===== src/rtl/link_rx_ctrl.sv =====
`default_nettype none
// ============================================================================
// Module   : link_rx_ctrl
// Brief    : Fiber link receive controller. It hunts for frame alignment,
//            qualifies lock over several frames, and deserializes 8-bit
//            payloads. Defining the macro LINKRX_ERRCNT_EN adds the o_ErrCnt
//            error counter.
// Revision : 1.0 - initial release
// ============================================================================
module link_rx_ctrl #(
    parameter logic [3:0] SYNC_PAT     = 4'hB,
    parameter int         LOCK_FRAMES  = 4,
    parameter int         LOSS_FRAMES  = 3,
    parameter int         TIMEOUT_CLKS = 64
) (
    input  logic        i_clk,
    input  logic        i_res_n,
    input  logic        i_RecoveryData,
    input  logic        i_DataEn,
    output logic [7:0]  o_Payload,
    output logic        o_PayloadEn,
    output logic        o_LinkUp,
    output logic [1:0]  o_State
`ifdef LINKRX_ERRCNT_EN
    ,
    output logic [15:0] o_ErrCnt
`endif
);

    typedef enum logic [1:0] {
        ST_HUNT   = 2'd0,
        ST_VERIFY = 2'd1,
        ST_LOCKED = 2'd2
    } state_t;

    localparam logic [3:0]  c_LOCK_LAST = 4'(LOCK_FRAMES - 1);
    localparam logic [3:0]  c_LOSS_LAST = 4'(LOSS_FRAMES - 1);
    localparam logic [15:0] c_TMO_LAST  = 16'(TIMEOUT_CLKS - 1);
    localparam logic [15:0] c_TMO_SAT   = 16'(TIMEOUT_CLKS);
    localparam logic [4:0]  c_WIN_BITS  = 5'd16;

    state_t      r_state;
    state_t      w_state_nxt;

    // The oldest window bit is never read again, so only 15 bits are kept.
    logic [14:0] r_shift;
    logic [4:0]  r_bitcnt;
    logic [3:0]  r_frmcnt;
    logic [3:0]  r_good;
    logic [3:0]  r_bad;
    logic [15:0] r_timer;
    logic [7:0]  r_payload;
    logic        r_payload_en;
    logic        r_linkup;

    logic [15:0] w_win;
    logic [3:0]  w_chk;
    logic        w_good;
    logic        w_hunt_full;
    logic        w_boundary;
    logic        w_expire;

    logic        w_hunt_hit;
    logic        w_good_inc;
    logic        w_bad_inc;
    logic        w_bad_clr;
    logic        w_emit;

    assign w_win       = {r_shift, i_RecoveryData};
    assign w_chk       = w_win[11:8] ^ w_win[7:4] ^ 4'h5;
    assign w_good      = (w_win[15:12] == SYNC_PAT) && (w_win[3:0] == w_chk);
    // The incoming bit completes a window of 16 bits received since HUNT entry.
    assign w_hunt_full = (r_bitcnt >= 5'd15);
    assign w_boundary  = i_DataEn && (r_frmcnt == 4'd15);
    assign w_expire    = !i_DataEn && (r_timer == c_TMO_LAST);

    always_ff @(posedge i_clk or negedge i_res_n) begin
        if (!i_res_n) begin
            r_state <= ST_HUNT;
        end else begin
            r_state <= w_state_nxt;
        end
    end

    always_comb begin
        w_state_nxt = r_state;
        w_hunt_hit  = 1'b0;
        w_good_inc  = 1'b0;
        w_bad_inc   = 1'b0;
        w_bad_clr   = 1'b0;
        w_emit      = 1'b0;
        case (r_state)
            ST_HUNT: begin
                if (i_DataEn && w_hunt_full && w_good) begin
                    w_hunt_hit  = 1'b1;
                    w_state_nxt = (LOCK_FRAMES == 1) ? ST_LOCKED : ST_VERIFY;
                end
            end
            ST_VERIFY: begin
                if (w_expire) begin
                    w_state_nxt = ST_HUNT;
                end else if (w_boundary) begin
                    if (!w_good) begin
                        w_state_nxt = ST_HUNT;
                    end else if (r_good == c_LOCK_LAST) begin
                        w_state_nxt = ST_LOCKED;
                        w_bad_clr   = 1'b1;
                    end else begin
                        w_good_inc  = 1'b1;
                    end
                end
            end
            ST_LOCKED: begin
                if (w_expire) begin
                    w_state_nxt = ST_HUNT;
                end else if (w_boundary) begin
                    if (w_good) begin
                        w_emit    = 1'b1;
                        w_bad_clr = 1'b1;
                    end else if (r_bad == c_LOSS_LAST) begin
                        w_state_nxt = ST_HUNT;
                    end else begin
                        w_bad_inc = 1'b1;
                    end
                end
            end
            default: begin
                w_state_nxt = ST_HUNT;
            end
        endcase
    end

    always_ff @(posedge i_clk or negedge i_res_n) begin
        if (!i_res_n) begin
            r_shift      <= '0;
            r_bitcnt     <= '0;
            r_frmcnt     <= '0;
            r_good       <= '0;
            r_bad        <= '0;
            r_timer      <= '0;
            r_payload    <= '0;
            r_payload_en <= 1'b0;
            r_linkup     <= 1'b0;
        end else begin
            if (i_DataEn) begin
                r_shift <= w_win[14:0];
            end

            if (i_DataEn) begin
                r_timer <= '0;
            end else if (r_timer != c_TMO_SAT) begin
                r_timer <= r_timer + 16'd1;
            end

            // Held at zero outside HUNT, so every HUNT entry starts a fresh window.
            if ((r_state != ST_HUNT) || w_expire) begin
                r_bitcnt <= '0;
            end else if (i_DataEn && (r_bitcnt != c_WIN_BITS)) begin
                r_bitcnt <= r_bitcnt + 5'd1;
            end

            if (w_hunt_hit) begin
                r_frmcnt <= '0;
            end else if (i_DataEn && (r_state != ST_HUNT)) begin
                r_frmcnt <= r_frmcnt + 4'd1;
            end

            if (w_hunt_hit) begin
                r_good <= 4'd1;
            end else if (w_good_inc) begin
                r_good <= r_good + 4'd1;
            end

            if (w_hunt_hit || w_bad_clr) begin
                r_bad <= '0;
            end else if (w_bad_inc) begin
                r_bad <= r_bad + 4'd1;
            end

            if (w_emit) begin
                r_payload <= w_win[11:4];
            end
            r_payload_en <= w_emit;
            r_linkup     <= (w_state_nxt == ST_LOCKED);
        end
    end

`ifdef LINKRX_ERRCNT_EN
    logic [15:0] r_errcnt;
    logic        w_err;

    // Bad frames and timeouts only count while synchronised (VERIFY or LOCKED).
    assign w_err = (r_state != ST_HUNT) && (w_expire || (w_boundary && !w_good));

    always_ff @(posedge i_clk or negedge i_res_n) begin
        if (!i_res_n) begin
            r_errcnt <= '0;
        end else if (w_err && (r_errcnt != 16'hFFFF)) begin
            r_errcnt <= r_errcnt + 16'd1;
        end
    end

    assign o_ErrCnt = r_errcnt;
`endif

    assign o_Payload   = r_payload;
    assign o_PayloadEn = r_payload_en;
    assign o_LinkUp    = r_linkup;
    assign o_State     = r_state;

endmodule
`default_nettype wire


===== config.mk =====
export PLATFORM = sky130hd
export DESIGN_NAME = link_rx_ctrl
export DESIGN_NICKNAME = d
export VERILOG_FILES = /design/src/rtl/link_rx_ctrl.sv
export SDC_FILE = /design/constraint.sdc
export NUM_CORES = 1
export LEC_CHECK = 0
export CORE_MARGIN = 8
export CORE_UTILIZATION = 30
export DETAILED_ROUTE_END_ITERATION = 7
export PLACE_DENSITY = 0.46
export SKIP_LAST_GASP = 1
export SYNTH_ARGS = -nofsm -noshare
export SYNTH_HDL_FRONTEND = slang
export SYNTH_SLANG_ARGS = --single-unit
export TNS_END_PERCENT = 5

===== constraint.sdc =====
create_clock -name i_clk -period 5.24 [get_ports i_clk]
set_input_delay 0.524 -clock i_clk [delete_from_list [all_inputs] [get_ports i_clk]]
set_output_delay 0.524 -clock i_clk [all_outputs]
set_load 0.005 [all_outputs]

# ---- Word-level counts from Yosys, hierarchy flattened
# Index checks and enable logic that the tools add are counted.
# Widths: inputs -> output; s select.
dict set report op_classes {
  n_addsub 5
  order_cmp 1
  eq_ne 11
  muxes 41
  n_bitwise 2
  n_reduce_logical 17
}
# cell n
set op_table {}
lappend op_table {{$mux 16} 2}
lappend op_table {{$mux 4} 6}
lappend op_table {{$mux 1} 20}
lappend op_table {{$mux 2} 9}
lappend op_table {{$add 16x1->16 const B} 1}
lappend op_table {{$eq 16x6->1 const B} 1}
lappend op_table {{$ne 16x7->1 const B} 1}
lappend op_table {{$add 4x1->4 const B} 3}
lappend op_table {{$reduce_bool 2->1} 6}
lappend op_table {{$mux 5} 2}
lappend op_table {{$eq 4x2->1 const B} 2}
lappend op_table {{$eq 4x4->1 const B} 2}
lappend op_table {{$logic_and 1x1->1} 7}
lappend op_table {{$pmux 2 s3} 1}
lappend op_table {{$add 5x1->5 const B} 1}
lappend op_table {{$ge 5x4->1 const B} 1}
lappend op_table {{$ne 5x5->1 const B} 1}
lappend op_table {{$eq 2x2->1 const B} 2}
lappend op_table {{$eq 4x4->1} 1}
lappend op_table {{$xor 4x4->4} 1}
lappend op_table {{$eq 2x1->1 const B} 1}
lappend op_table {{$logic_not 2->1} 1}
lappend op_table {{$logic_or 1x1->1} 2}
lappend op_table {{$not 2->2} 1}
lappend op_table {{other kinds (2)} 2}
dict set report totals {
  ff_bits 60
  input_bits 4
  output_inout_bits 12
  wordCells 87
}

# ---- Depth between registers and ports, before layout
# Gate-level depths: netlist (run 1).
dict set report logic_depth {
  word_depth 10
  ltp_mapped 9
  depth_no_buf 9
}

# ---- Worst setup path before layout (run 1)
# No wires, ideal clock.
dict set report synth_path {
  path_kind {reg-to-reg}
  start {register r_shift[5]}
  end {register r_linkup, in the netlist o_LinkUp}
  setup_ps 66
  t_arrival_ps 1798
  required_time_ps 5174
  path_slack_ps 3376
  path_stages_with_launch 7
  path_buffers 0
  synth_period_minus_slack_ps 1864
  cell_sequence {dfrtp_1 > xnor3_1 > nor3_4 > and2_4 > or4_4 > a21oi_2 > o311a_1}
}
dict set report synth_via {
  elab_chain_len 9
  word_cells_on_any_way 14
  classes_between {eq/ne (2); mux (8); bitwise (2); reduce/logical (2)}
}
# item line_no
set synth_lines {}
lappend synth_lines {{start, declared} 46} ;# logic [14:0] r_shift;
lappend synth_lines {{start signal, assigned} 146} ;# r_shift <= w_win[14:0];
lappend synth_lines {{$xor 4x4->4 *} 70} ;# assign w_chk = w_win[11:8] ^ w_win[7:4] ^ 4'h5;
lappend synth_lines {{$not 2->2 (no source line) *} --}
lappend synth_lines {{$eq 4x4->1 *} 71} ;# assign w_good = (w_win[15:12] == SYNC_PAT) && (w_win[3:0] == w_chk);
lappend synth_lines {{$logic_and 1x1->1 *} 71}
lappend synth_lines {{$mux 2 (on tied branches)} {117, 103}}
lappend synth_lines {{$mux 2 (on tied branches)} {116, 102}}
lappend synth_lines {{$mux 2 (on tied branches)} {114, 100}}
lappend synth_lines {{$pmux 2 s3 *} 92} ;# case (r_state)
lappend synth_lines {{$eq 2x2->1 *} 184} ;# r_linkup <= (w_state_nxt == ST_LOCKED);
lappend synth_lines {{end signal, assigned} 184}
lappend synth_lines {{end, declared} 54} ;# logic r_linkup;
# Mark *: on every way between the ends. The rest lies on a longest branch, timed or not.
# A chain may end at the register's enable or synchronous reset.

# ---- Worst setup path in the final report (run 1)
dict set report layout_path {
  start {input i_DataEn}
  end {register r_state[0], in the netlist o_State[0]}
}
dict set report layout_via {
  elab_chain_len 4
  word_cells_on_any_way 11
  classes_between {mux (6); reduce/logical (5)}
}
# item line_no
set layout_lines {}
lappend layout_lines {{start, declared} 19} ;# input logic i_DataEn,
lappend layout_lines {{$logic_and 1x1->1, or another cell as far along} 74} ;# assign w_boundary = i_DataEn && (r_frmcnt == 4'd15);
lappend layout_lines {{$mux 2, or another cell as far along} 116} ;# end else if (w_boundary) begin
lappend layout_lines {{$mux 2 (on tied branches)} {114, 100, 94}}
lappend layout_lines {{$pmux 2 s3 *} 92}
lappend layout_lines {{net w_state_nxt[0]} 43} ;# state_t w_state_nxt;
lappend layout_lines {{end signal, assigned} 81} ;# r_state <= w_state_nxt;
lappend layout_lines {{end, declared} 42} ;# state_t r_state;
# Mark *: on every way through the listed nets, which the timed path passes. The rest lies on a longest branch.

==> run summary, run 1 <==
The post-detailed-route via-to-cell ratio is around 4.7. The run finished with clean final reports. The count of boundary I/O pins is 16. Summed over all failing endpoints, the final setup total negative slack is 0 ps. 0 antenna diodes ended up in the layout. The initial utilization of the core area, before any placement, comes to 30.88%.

The mean instance size in the synthesized netlist came out at 11.29 um^2. The synthesized design contains 60 register bits. In the layout the commonest cells are dfrtp_1 (60), nor2_1 (37), mux2_2 (24), xor2_1 (17), clkdlybuf4s50_1 (14). The routed design could run at a clock period as short as 2303 ps. The combinational share of power came out at 20.8%. For the pin with the worst max-slew slack, the measured transition is 781.5 ps.

Counting distinct cell types in the post-synthesis netlist gives 49. The Yosys step of the flow raised 0 warnings. The switching power of the nets came out at about 0.41 mW. In this run the worst path has a maximum fanout of 39. On the final layout, the worst hold slack is 316.7 ps. The hold-fix buffer count after cts came out at 0. The number of endpoints with negative hold slack in the final report is 0. The switching power as a share of total power is between 20% and 30%. Relative to the synthesized area, the layout overhead comes to 17.58%.

The clock tree skew after final layout came out at 13.15 ps. Buffers inserted during clock tree synthesis total 9. Dividing the final minimum period by the clock period gives between 40% and 50%.

The register area share after synthesis is around half. The number of max-cap violations came out at 0. Global routing used 9.201% of the available tracks across all layers.

The die boundary width came out at 116.1 um. Once layout is complete, the utilization of the core stands at 36.30%. Synthesis produced a netlist whose cell count is 266. Setup repair after global routing left no endpoint under its margin. The layout net count came out at 305. The total overflow left after global routing is 0. The die is 116.1 um tall.

Traced cell by cell, the critical path runs through clkdlybuf4s50_1 -> buf_4 -> a21boi_0 -> nand3_1 -> nor2_2 -> nor2_1 -> nor4_1. The worst slew margin relative to its limit is 47.90%. The mean routed wirelength per cell came out at 13.24 um. The tree is rooted in a clkbuf_8.

The number of setup buffers added after CTS is 0. The pin count of the biggest net entering global routing came out at 61. The sum of routed wire length over all layers came out at ~5.6 mm.

The proportion of register bits with asynchronous set or reset after synthesis came out at 100.0%. The count of buffers added on input and output ports is 15. The areal power density over the cells came out at approximately 390 nW/um^2.

The area enclosed by the die boundary is 13470 um^2. When the netlist entered floorplanning its net count stood at 283. The post-cts gate resize count is 0.

The largest voltage drop on the vdd net came out at roughly 0.14 mV. The stage delay of the slowest cell on the critical path came out at 470 ps. The routed via count is 1981. The first detailed-routing pass took 4 iterations. The fraction of layout instances using a drive strength above 1 came out at 19.45%. STA puts the critical path data arrival time at 2540 ps. For this design, the slowest cell found on the critical path is clkdlybuf4s50_1. The clock sink count came out at 60. The biggest area contributor in the post-synthesis netlist is dfrtp_1.

The critical path is of the primary input to register type. The total leakage power came out at about 1.6 nW. By area the synthesized netlist is led by dfrtp_1 (50%), mux2_2 (9.0%), ha_1 (5.4%), xor2_1 (5.0%), nor2_1 (4.6%). The library cell used most frequently in the layout, excluding fill and tap cells, is dfrtp_1. The most used flip-flop cell after synthesis is dfrtp_1.

The initial antenna violation count is 0. The kind of end point of the critical path is a register. The number of slew-limit violations in the final report came out at 0.

The first global-routing pass estimated 9.660 mm of wire. The detailed-route DRC error count is 0. The clock network is responsible for 34.2% of the overall power.

The share of Yosys cell area claimed by the top area cell type came out at 49.98%. The overall power consumption came out at 1.376 mW. The CTS tree is done. The startpoint type of the worst setup path is a primary input.

The count of H-tree levels built during CTS came out at 3. The number of fillers in the final layout came out at about 990. The floorplan step defined a core boundary enclosing 9729 um^2. The number of cell rows came out at 36. The clock insertion delay at the later pin of the skew report came out at ~340 ps. The count of routing violations after the opening detailed-route iteration came out at 111.

The buffer depth of the longest clock path came out at 2. The half-perimeter wire length after detailed placement is 3.769 mm. The number of nets still failing antenna checks after routing came out at 0. Setup violations remaining at the end of the flow were counted as 0. The via count of the first global-routing pass is between 2000 and 2500.

The cell-internal power is 0.9684 mW. At the worst endpoint, the required time is 5480 ps. The count of flip-flops with a built-in enable after synthesis is 0. The clock slew seen by the registers of the worst setup and hold paths is ~80 ps. The tightest min-delay check is of the primary input to asynchronous set/reset pin type.

The post-synthesis instance area came out at 3004 um^2. The global placement routability congestion came out at a little under 0.8. The power share of the sequential group is a little under half. The upper clock frequency limit is 0.4342 GHz.
[power by group through the flow]
stage / combinational, mW / sequential [mW] / clock (mW)
floorplan: 0.233 / 0.607 / 0
global placement: 0.286 / 0.630 / 0
detailed placement: 0.286 / 0.629 / 0
CTS: 0.289 / 0.621 / 0.484
global route: 0.321 / 0.634 / 0.504
finish: 0.286 / 0.620 / 0.470
[path summary, 6_finish.rpt]
check	from	to	slack (ps)	cells after the start
worst max-delay path	i_DataEn	o_State[0]	2940	7
worst min-delay path	i_res_n	o_Payload[5]	320	2
worst max register to register	r_timer[13]	r_bad[0]	3080	6
min in group i_clk	o_Payload[4]	o_Payload[4]	500	1
max in group asynchronous	i_res_n	r_bitcnt[0]	4370	2
worst min register to register	o_Payload[4]	o_Payload[4]	500	1
[state kept, by name, summed over array words and instances, names as in the netlist]
name	flops
o_Payload	8
r_timer	16
r_bitcnt	5
r_frmcnt	4
r_good	4
r_shift	15
o_PayloadEn	1
o_State	2
r_bad	4
o_LinkUp	1
[kinds of logic after synthesis]
group	after synthesis	share of synthesized area (%)
and+or+nand+nor	94	16.37
muxes	27	9.996
AOI/OAI and AO/OA	27	6.123
adders and majority gates	13	5.415
buffers and inverters	18	2.291
xor gates and xnor gates	27	9.829
DFF	60	49.98
[worst max-delay path, delay by kind of cell]
kind	cells	cell delay, ps
compound gates	1	410
simple gates	4	760
buf+inv	2	850
[metrics by stage]
| step | worst slack [ps] | std cells | instance area (um^2) |
|---|---|---|---|
| CTS | 2907 | 426 | 3532 |
| global route | 2740 | 426 | 3532 |
| finish | 2937 | 426 | 3532 |
| floorplan | 3376 | 266 | 3004 |
| detailed placement | 2553 | 410 | 3307 |
| global placement | 2565 | 410 | 3307 |
[metal layers]
layer  up-vias  routed length (um)  global-route usage, %
met5         -                   0                      0
met4         0                 107                  5.099
met3        10                 257                  2.449
met2        24                2555                  14.07
met1       974                2721                  11.54
li1        973                   -                      -
[cells in the mapped netlist (2+ instances only)]
cell,n
nand4_1,9
inv_1,12
or3_1,2
a21oi_1,7
clkbuf_1,3
a31o_2,2
ha_1,13
xnor3_1,2
nor4_1,2
xor2_1,17
mux2_2,24
and3_1,3
buf_1,2
dfrtp_1,60
xnor2_1,6
nand3_1,9
mux2i_1,3
nor3_1,4
nor2_1,37
o21ai_0,5
nand2_1,12
a21boi_0,2
a22o_1,2
a31oi_1,2
or3b_2,2
[area by class of cell]
| class | count | area, um^2 | area share (%) |
|---|---|---|---|
| Multi-Input combinational cell | 188 | 1434 | 40.60 |
| Tap cell | 133 | 166.4 | 4.711 |
| Clock buffer | 9 | 123.9 | 3.507 |
| Timing Repair Buffer | 17 | 160.2 | 4.534 |
| Clock inverter | 7 | 101.3 | 2.869 |
| Sequential cell | 60 | 1501 | 42.51 |
| Inverter | 12 | 45.04 | 1.275 |
Power figures use the tool's default switching activity.
==> run 2, diff against run 1 <==
--- a/config.mk
+++ b/config.mk
@@ -8,7 +8,7 @@
 export CORE_MARGIN = 8
 export CORE_UTILIZATION = 30
 export DETAILED_ROUTE_END_ITERATION = 7
-export PLACE_DENSITY = 0.46
+export PLACE_DENSITY = 0.47
 export SKIP_LAST_GASP = 1
 export SYNTH_ARGS = -nofsm -noshare
 export SYNTH_HDL_FRONTEND = slang
==> constraint.sdc (replaced) <==
create_clock -name i_clk -period 2.1 [get_ports i_clk]
set_input_delay 0.21 -clock i_clk [delete_from_list [all_inputs] [get_ports i_clk]]
set_output_delay 0.21 -clock i_clk [all_outputs]
set_load 0.005 [all_outputs]
==> run 2 against run 1 <==
- utilization up 2.5 points
- largest power group unchanged
- die area stayed put
- sequential share of layout area decreased by 2.8 points
==> run summary, run 2 (synthesized netlist as in run 1, its figures left out) <==
The flow ran to the end, and the final reports show no timing, DRC or antenna violations. For this design, the slowest cell found on the critical path is or4_4. The total routing resource utilization after global routing is 10.02%.

The number of buffers and inverters on the critical path came out at 1. Port buffering added 15 buffers. The global route total overflow came out at 0. The critical path is of the register to register type.

In this run, the combinational gates consume between 20% and 30% of the power. The count of final setup violators came out at 0. In this run the worst setup path terminates at o_LinkUp. The count of routing violations after the opening detailed-route iteration is 95.

The post-synthesis to final-layout area growth is 25.74%. The critical path goes through or4_4 -> nor3_4 -> nand4_1 -> buf_4 -> a31o_4 -> o311a_1. The share of the clock period used by the worst path came out at 95.35%. The starting density of the core came out at a little under a third. In this run the number of cells on the critical path is 6.

The worst register-to-register path begins at r_timer[12]. The endpoint identified for the worst register-to-register timing path is o_LinkUp. Cells with a size suffix above 1 make up 27.41% of the layout. The post-placement cell count came out at 431. The worst slew margin relative to its limit is 62.96%. In this run the standard cell core region covers a little under 10000 um^2.

The register with the most flip-flops in the layout has 16 of them. Internal power comes to approximately 2.4 mW. The number of slew-limit violations in the final report was 0.

Dividing total power by cell area gives a power density of 916.9 nW/um^2. For this run, the slowest stage of the critical path takes roughly 550 ps. The clock tree skew after final layout is 15.16 ps. The number of buffers created by CTS came out at 9. The actual slew at the worst max-slew pin came out at roughly 560 ps. The count of cells along the worst register-to-register path came out at 6. The worst setup slack before clock tree synthesis came out at 76.05 ps. The mean routed wirelength per cell came out at approximately 14 um.

Summing internal, switching and leakage power gives 3.463 mW. TritonCTS built the clock tree. The commonest non-fill, non-tap cell in the layout is dfrtp_1. The die boundary width is 116.1 um. The count of antenna diodes in the layout came out at 0.

The iteration count of the initial detailed-routing pass is 4. The clock insertion delay at the later pin of the skew report came out at 350 ps. The final standard cell utilization of the core is 38.82%.

The count of boundary I/O pins is 16. Across the run, the number of max-cap violations was 0. The buffer depth of the longest clock path is 2.

The post-detailed-route via-to-cell ratio came out at 4.621. The post-route standard cell area excluding fillers is about 3800 um^2. Setup repair after global routing could not meet its margin everywhere. The root buffer cell chosen for the clock tree is clkbuf_8. The tightest min-delay check is of the primary input to asynchronous set/reset pin type.

The clock network fraction of design power came out at 31.5%. The layout net count came out at 333. The worst path arrival time is around 2200 ps. The sum of routed wire length over all layers is 6.147 mm.

The launching element of the worst setup path is r_timer[12]. The total placed instance area is 3465 um^2. The register with the most flip-flops is r_timer. Across all setup checks in the final design, the least slack found is around 100 ps. The wire-length estimate of the detail-placed layout is between 4 and 5 mm. The clock sink count came out at 60.

The H-tree was split into 3 levels. The final-layout setup total negative slack is 0 ps. The initial antenna violation count came out at 0.

Routability-driven placement finished with a final weighted congestion of 0.8337. The number of endpoints with negative hold slack in the final report was 0. The area enclosed by the die boundary came out at between 10000 and 15000 um^2. The worst path required time came out at 2320 ps. The cell family with the largest share of critical-path delay is simple AND/OR/NAND/NOR gates. The via count of the first global-routing pass is 2189. The kind of end point of the critical path is a register. The power share of the sequential group is between 40% and 50%.

The maximum net fanout on the critical path came out at 4. The worst path in the final design needs a cycle of 2002 ps, including I/O delays and setup. The global-route wire length before repair is about 11 mm.

The number of cell rows came out at 36. Of the total power, the share spent switching nets is 30.90%. Entering global routing, the biggest net connects 26 pins. The largest voltage drop on the vdd net came out at 0.2615 mV. Leaving out fill and tap cells, the most frequent cells in the layout are dfrtp_1 (60), nor2_1 (34), buf_4 (28), mux2_2 (24), xor2_1 (17). The die is 116.1 um tall. The worst setup path is launched from a register. The count of nets left with antenna violations once routing finished came out at 0. The routed via count is 2098.

The switching power of the nets is about 1.1 mW. The clock slew seen by the registers of the worst setup and hold paths came out at 80 ps. In the routed design, unresolved DRC markers number 0. The slack of the worst reg-to-reg path came out at 100 ps. Summed over all cells, the static leakage comes to 1.742 nW. The number of non-filler instances in the completed layout came out at 454. The worst hold slack across all endpoints is roughly 370 ps. Derived from the worst setup path, the maximum achievable clock frequency is 0.4994 GHz.
-- run 2: area by class of cell --
class / instances / area (um^2)
clock buffers: 9 / 123.9
clock inverters: 7 / 81.33
fillers: 981 / 5952
inverters: 12 / 45.04
multi-input cells: 189 / 1494
flip-flops and latches: 60 / 1501
well taps: 133 / 166.4
repair buffers: 44 / 365.4
-- run 2: worst min path at each step --
stage / from / endpoint / slack (ps)
after global placement: i_res_n / o_Payload[7] / 240
final: i_res_n / r_shift[1] / 370
after floorplan: i_res_n / o_LinkUp / -90
after global routing: i_res_n / o_Payload[5] / 440
after detailed placement: i_res_n / o_Payload[5] / 240
after CTS: i_res_n / o_Payload[5] / 390
-- run 2: power groups by stage --
stage,Sequential (mW),Clock (mW),Combinational (mW)
3_3_place_gp,1.55,0,0.814
2_1_floorplan,1.51,0,0.581
3_5_place_dp,1.55,0,0.825
5_1_grt,1.56,1.18,0.946
6_report,1.52,1.09,0.846
4_1_cts,1.53,1.13,0.833
-- run 2: per-layer routing --
metal | up-vias | GRT usage (%) | share of wire, %
li1 | 1036 | - | -
met1 | 1024 | 11.97 | 47
met2 | 28 | 16.22 | 47
met3 | 10 | 2.032 | 3.7
met4 | 0 | 6.223 | 2.2
met5 | - | 0 | 0
-- run 2: repair_timing --
| action | 4_1_cts | 5_1_grt |
|---|---|---|
| resized for setup | 0 | 12 |
| hold buffers | 1 | 0 |
| hold endpoints to repair | 23 | 0 |
| setup buffers | 0 | 5 |
| endpoints found under the setup margin | 0 | 14 |
==> run 3, diff against run 2 <==
--- a/config.mk
+++ b/config.mk
@@ -13,4 +13,3 @@
 export SYNTH_ARGS = -nofsm -noshare
 export SYNTH_HDL_FRONTEND = slang
 export SYNTH_SLANG_ARGS = --single-unit
-export TNS_END_PERCENT = 5
==> run 3 against run 2 <==
- count of clock-buffer cells in the layout stayed put
- first-iteration DRC count down 3.2%
- clock skew is the same
- fmax about the same
- worst hold slack unchanged
- wire length about the same
- utilization is 0.10 points higher
- worst setup slack barely moved
- critical endpoint unchanged
- largest power group unchanged
==> run summary, run 3 (synthesized netlist as in run 1, its figures left out) <==
The flow ran to the end, and the final reports show no timing, DRC or antenna violations. Global routing used between 10% and 20% of the available tracks. The number of slew-limit violations in the final report came out at 0. The beginning of the worst register-to-register path is r_timer[12].

The register area is 1501 um^2. Entering global routing, the biggest net connects 26 pins. The shortest period the worst path allows came out at 2002 ps. The height of the die is 116.1 um.

For the worst setup path, the data required time is 2320 ps. The number of nets still failing antenna checks after routing came out at 0. The number of buffers and inverters on the critical path is 1. In this run, the number of DRC markers left after iteration 0 of detailed routing was 92. The final-layout setup total negative slack came out at 0 ps. The sum of routed wire length over all layers came out at 6.143 mm. For this run, global-route usage on met1 was measured as a little under an eighth. After layout, the design draws a total of 3.476 mW. The areal power density over the cells came out at 917.8 nW/um^2. The library cells used most frequently in the layout, excluding fill and tap cells, are dfrtp_1 (60), nor2_1 (33), buf_4 (29), mux2_2 (24), xor2_1 (17). The total placed instance area came out at about 3500 um^2.

TritonCTS built the clock tree. The routed via count came out at 2101. The post-route netlist has 27.95% of its cells at a drive strength greater than 1. The count of final setup violators came out at 0. The startpoint type of the worst setup path is a register. The count of H-tree levels built during CTS is 3. The clock insertion delay at the later pin of the skew report came out at 350 ps. The kind of end point of the critical path is a register. The via count of the first global-routing pass came out at between 2000 and 2500.

The largest voltage drop on the vdd net is 0.2615 mV. The register with the most flip-flops in the layout has 16 of them. The number of cell rows came out at 36. Dividing the detail-routed wire length by the instance count gives 13.50 um. The count of boundary I/O pins is 16. In the finished design, the share of the clock period the worst path needs comes to 95.34%. The global route total overflow is 0. The die boundary width is approximately 120 um.

The global-route wire length before repair is 10.52 mm. The post-route standard cell area excluding fillers is between 3000 and 4000 um^2. The number of input and output port buffers inserted is 15. The tool flagged a number of max-cap violations equal to 0. The number of endpoints with negative hold slack in the final report is 0. In this run the most used layer during global routing was met2. The global-route track usage on met3 came out at under 10%.

The initial antenna violation count came out at 0. The post-synthesis to final-layout area growth came out at 26.07%. The die covers 13470 um^2.

On the critical path, the stage with the largest delay is an instance of or4_4. The iteration count of the initial detailed-routing pass came out at 4. Between clock sinks in the finished design, the worst skew comes to 15.16 ps. After filler insertion, the fill cell instance count of the layout stands at 980. The setup slack after layout came out at roughly 100 ps.

The cell at the root of the clock tree is clkbuf_8. The wire-length estimate of the detail-placed layout is between 4 and 5 mm. The layout net count came out at 334. The area of the core came out at 9729 um^2.

The upper clock frequency limit is 0.4995 GHz. The worst hold slack across all endpoints is 374.6 ps. Leaving out fill and tap cells, the most frequent cell in the layout is dfrtp_1. The category of the critical setup timing path is register to register. The signal on the critical path passes through or4_4 -> nor3_4 -> nand4_1 -> buf_4 -> a31o_4 -> o311a_1.

The count of antenna diodes in the layout is 0. The worst slew margin relative to its limit is 62.96%. The actual slew at the worst max-slew pin is approximately 560 ps.

The post-detailed-route via-to-cell ratio is 4.618. The total leakage power is about 1.7 nW. The met2 track demand over resource in global routing came out at between 10% and 20%. After detailed routing, the number of remaining DRC violations is 0. The starting density of the core came out at 30.88%. The register with the most flip-flops in the final layout is r_timer.

The most critical setup path has its startpoint at r_timer[12]. In this run the critical register-to-register path is captured at o_LinkUp. The global placement routability congestion is between 0.8 and 0.9. The clock slew seen by the registers of the worst setup and hold paths came out at 80 ps. The kind of cell with the highest combined delay along the critical path is simple AND/OR/NAND/NOR gates. For this run, the slowest stage of the critical path takes 550 ps. The number of buffers created by CTS came out at 9.

Setup repair after global routing could not meet its margin everywhere. The worst path arrival time came out at 2230 ps. The count of cells along the worst register-to-register path came out at 6. The maximum net fanout on the critical path came out at 4.

Summing all multi-input logic gate instances after layout gives 1496 um^2. The clock sink count is 60. The kind of path behind the tightest hold check is primary input to asynchronous set/reset pin. The worst setup slack before clock tree synthesis came out at 76.05 ps. The buffer depth of the longest clock path came out at 2.

The slack of the worst reg-to-reg path came out at 100 ps.
[run 3: cell count changes in the layout (fill, tap and decap cells not counted), sizes merged]
cell  delta
buf      +1
[run 3: how the worst max path moves through the flow]
stage	endpoint	depth (start not counted)
final	o_LinkUp	6
after global routing	o_LinkUp	6
after CTS	r_bad[1]	6
after detailed placement	r_bad[1]	6
after global placement	r_bad[3]	8
after floorplan	o_LinkUp	6
[run 3: metal layers]
layer  share of wire [%]  up-vias
li1                    -     1038
met1                  47     1025
met2                  47       28
met3                 3.7       10
met4                 2.2        0
met5                   0        -
[run 3: cell type report]
class / count / area share, %
Multi-Input combinational cell: 189 / 39.51
Tap cell: 133 / 4.394
Clock inverter: 7 / 2.147
Inverter: 12 / 1.189
Sequential cell: 60 / 39.64
Timing Repair Buffer: 45 / 9.845
Clock buffer: 9 / 3.271
[run 3: worst register-to-register path, stage by stage (launching register included)]
cell     delay, ps
dfrtp_1        380
or4_4          550
nor3_4         200
nand4_1        220
buf_4          220
a31o_4         200
o311a_1        110
[run 3: repair_timing]
action,CTS,global route
setup buffers,0,6
gates resized for setup,0,13
hold buffers,1,0
hold endpoints to repair,23,0
setup endpoints to repair,0,14
[run 3: through the flow]
| stage | util, % | cells |
|---|---|---|
| CTS | 37.82 | 448 |
| global placement | 35.61 | 431 |
| detailed placement | 35.61 | 431 |
| global route | 38.93 | 455 |
| floorplan | - | 266 |
| finish | 38.93 | 455 |
[run 3: power breakdown]
| part | internal (mW) | switching, mW |
|---|---|---|
| registers | 1.35 | 0.171 |
| clock network | 0.564 | 0.529 |
| logic | 0.492 | 0.372 |
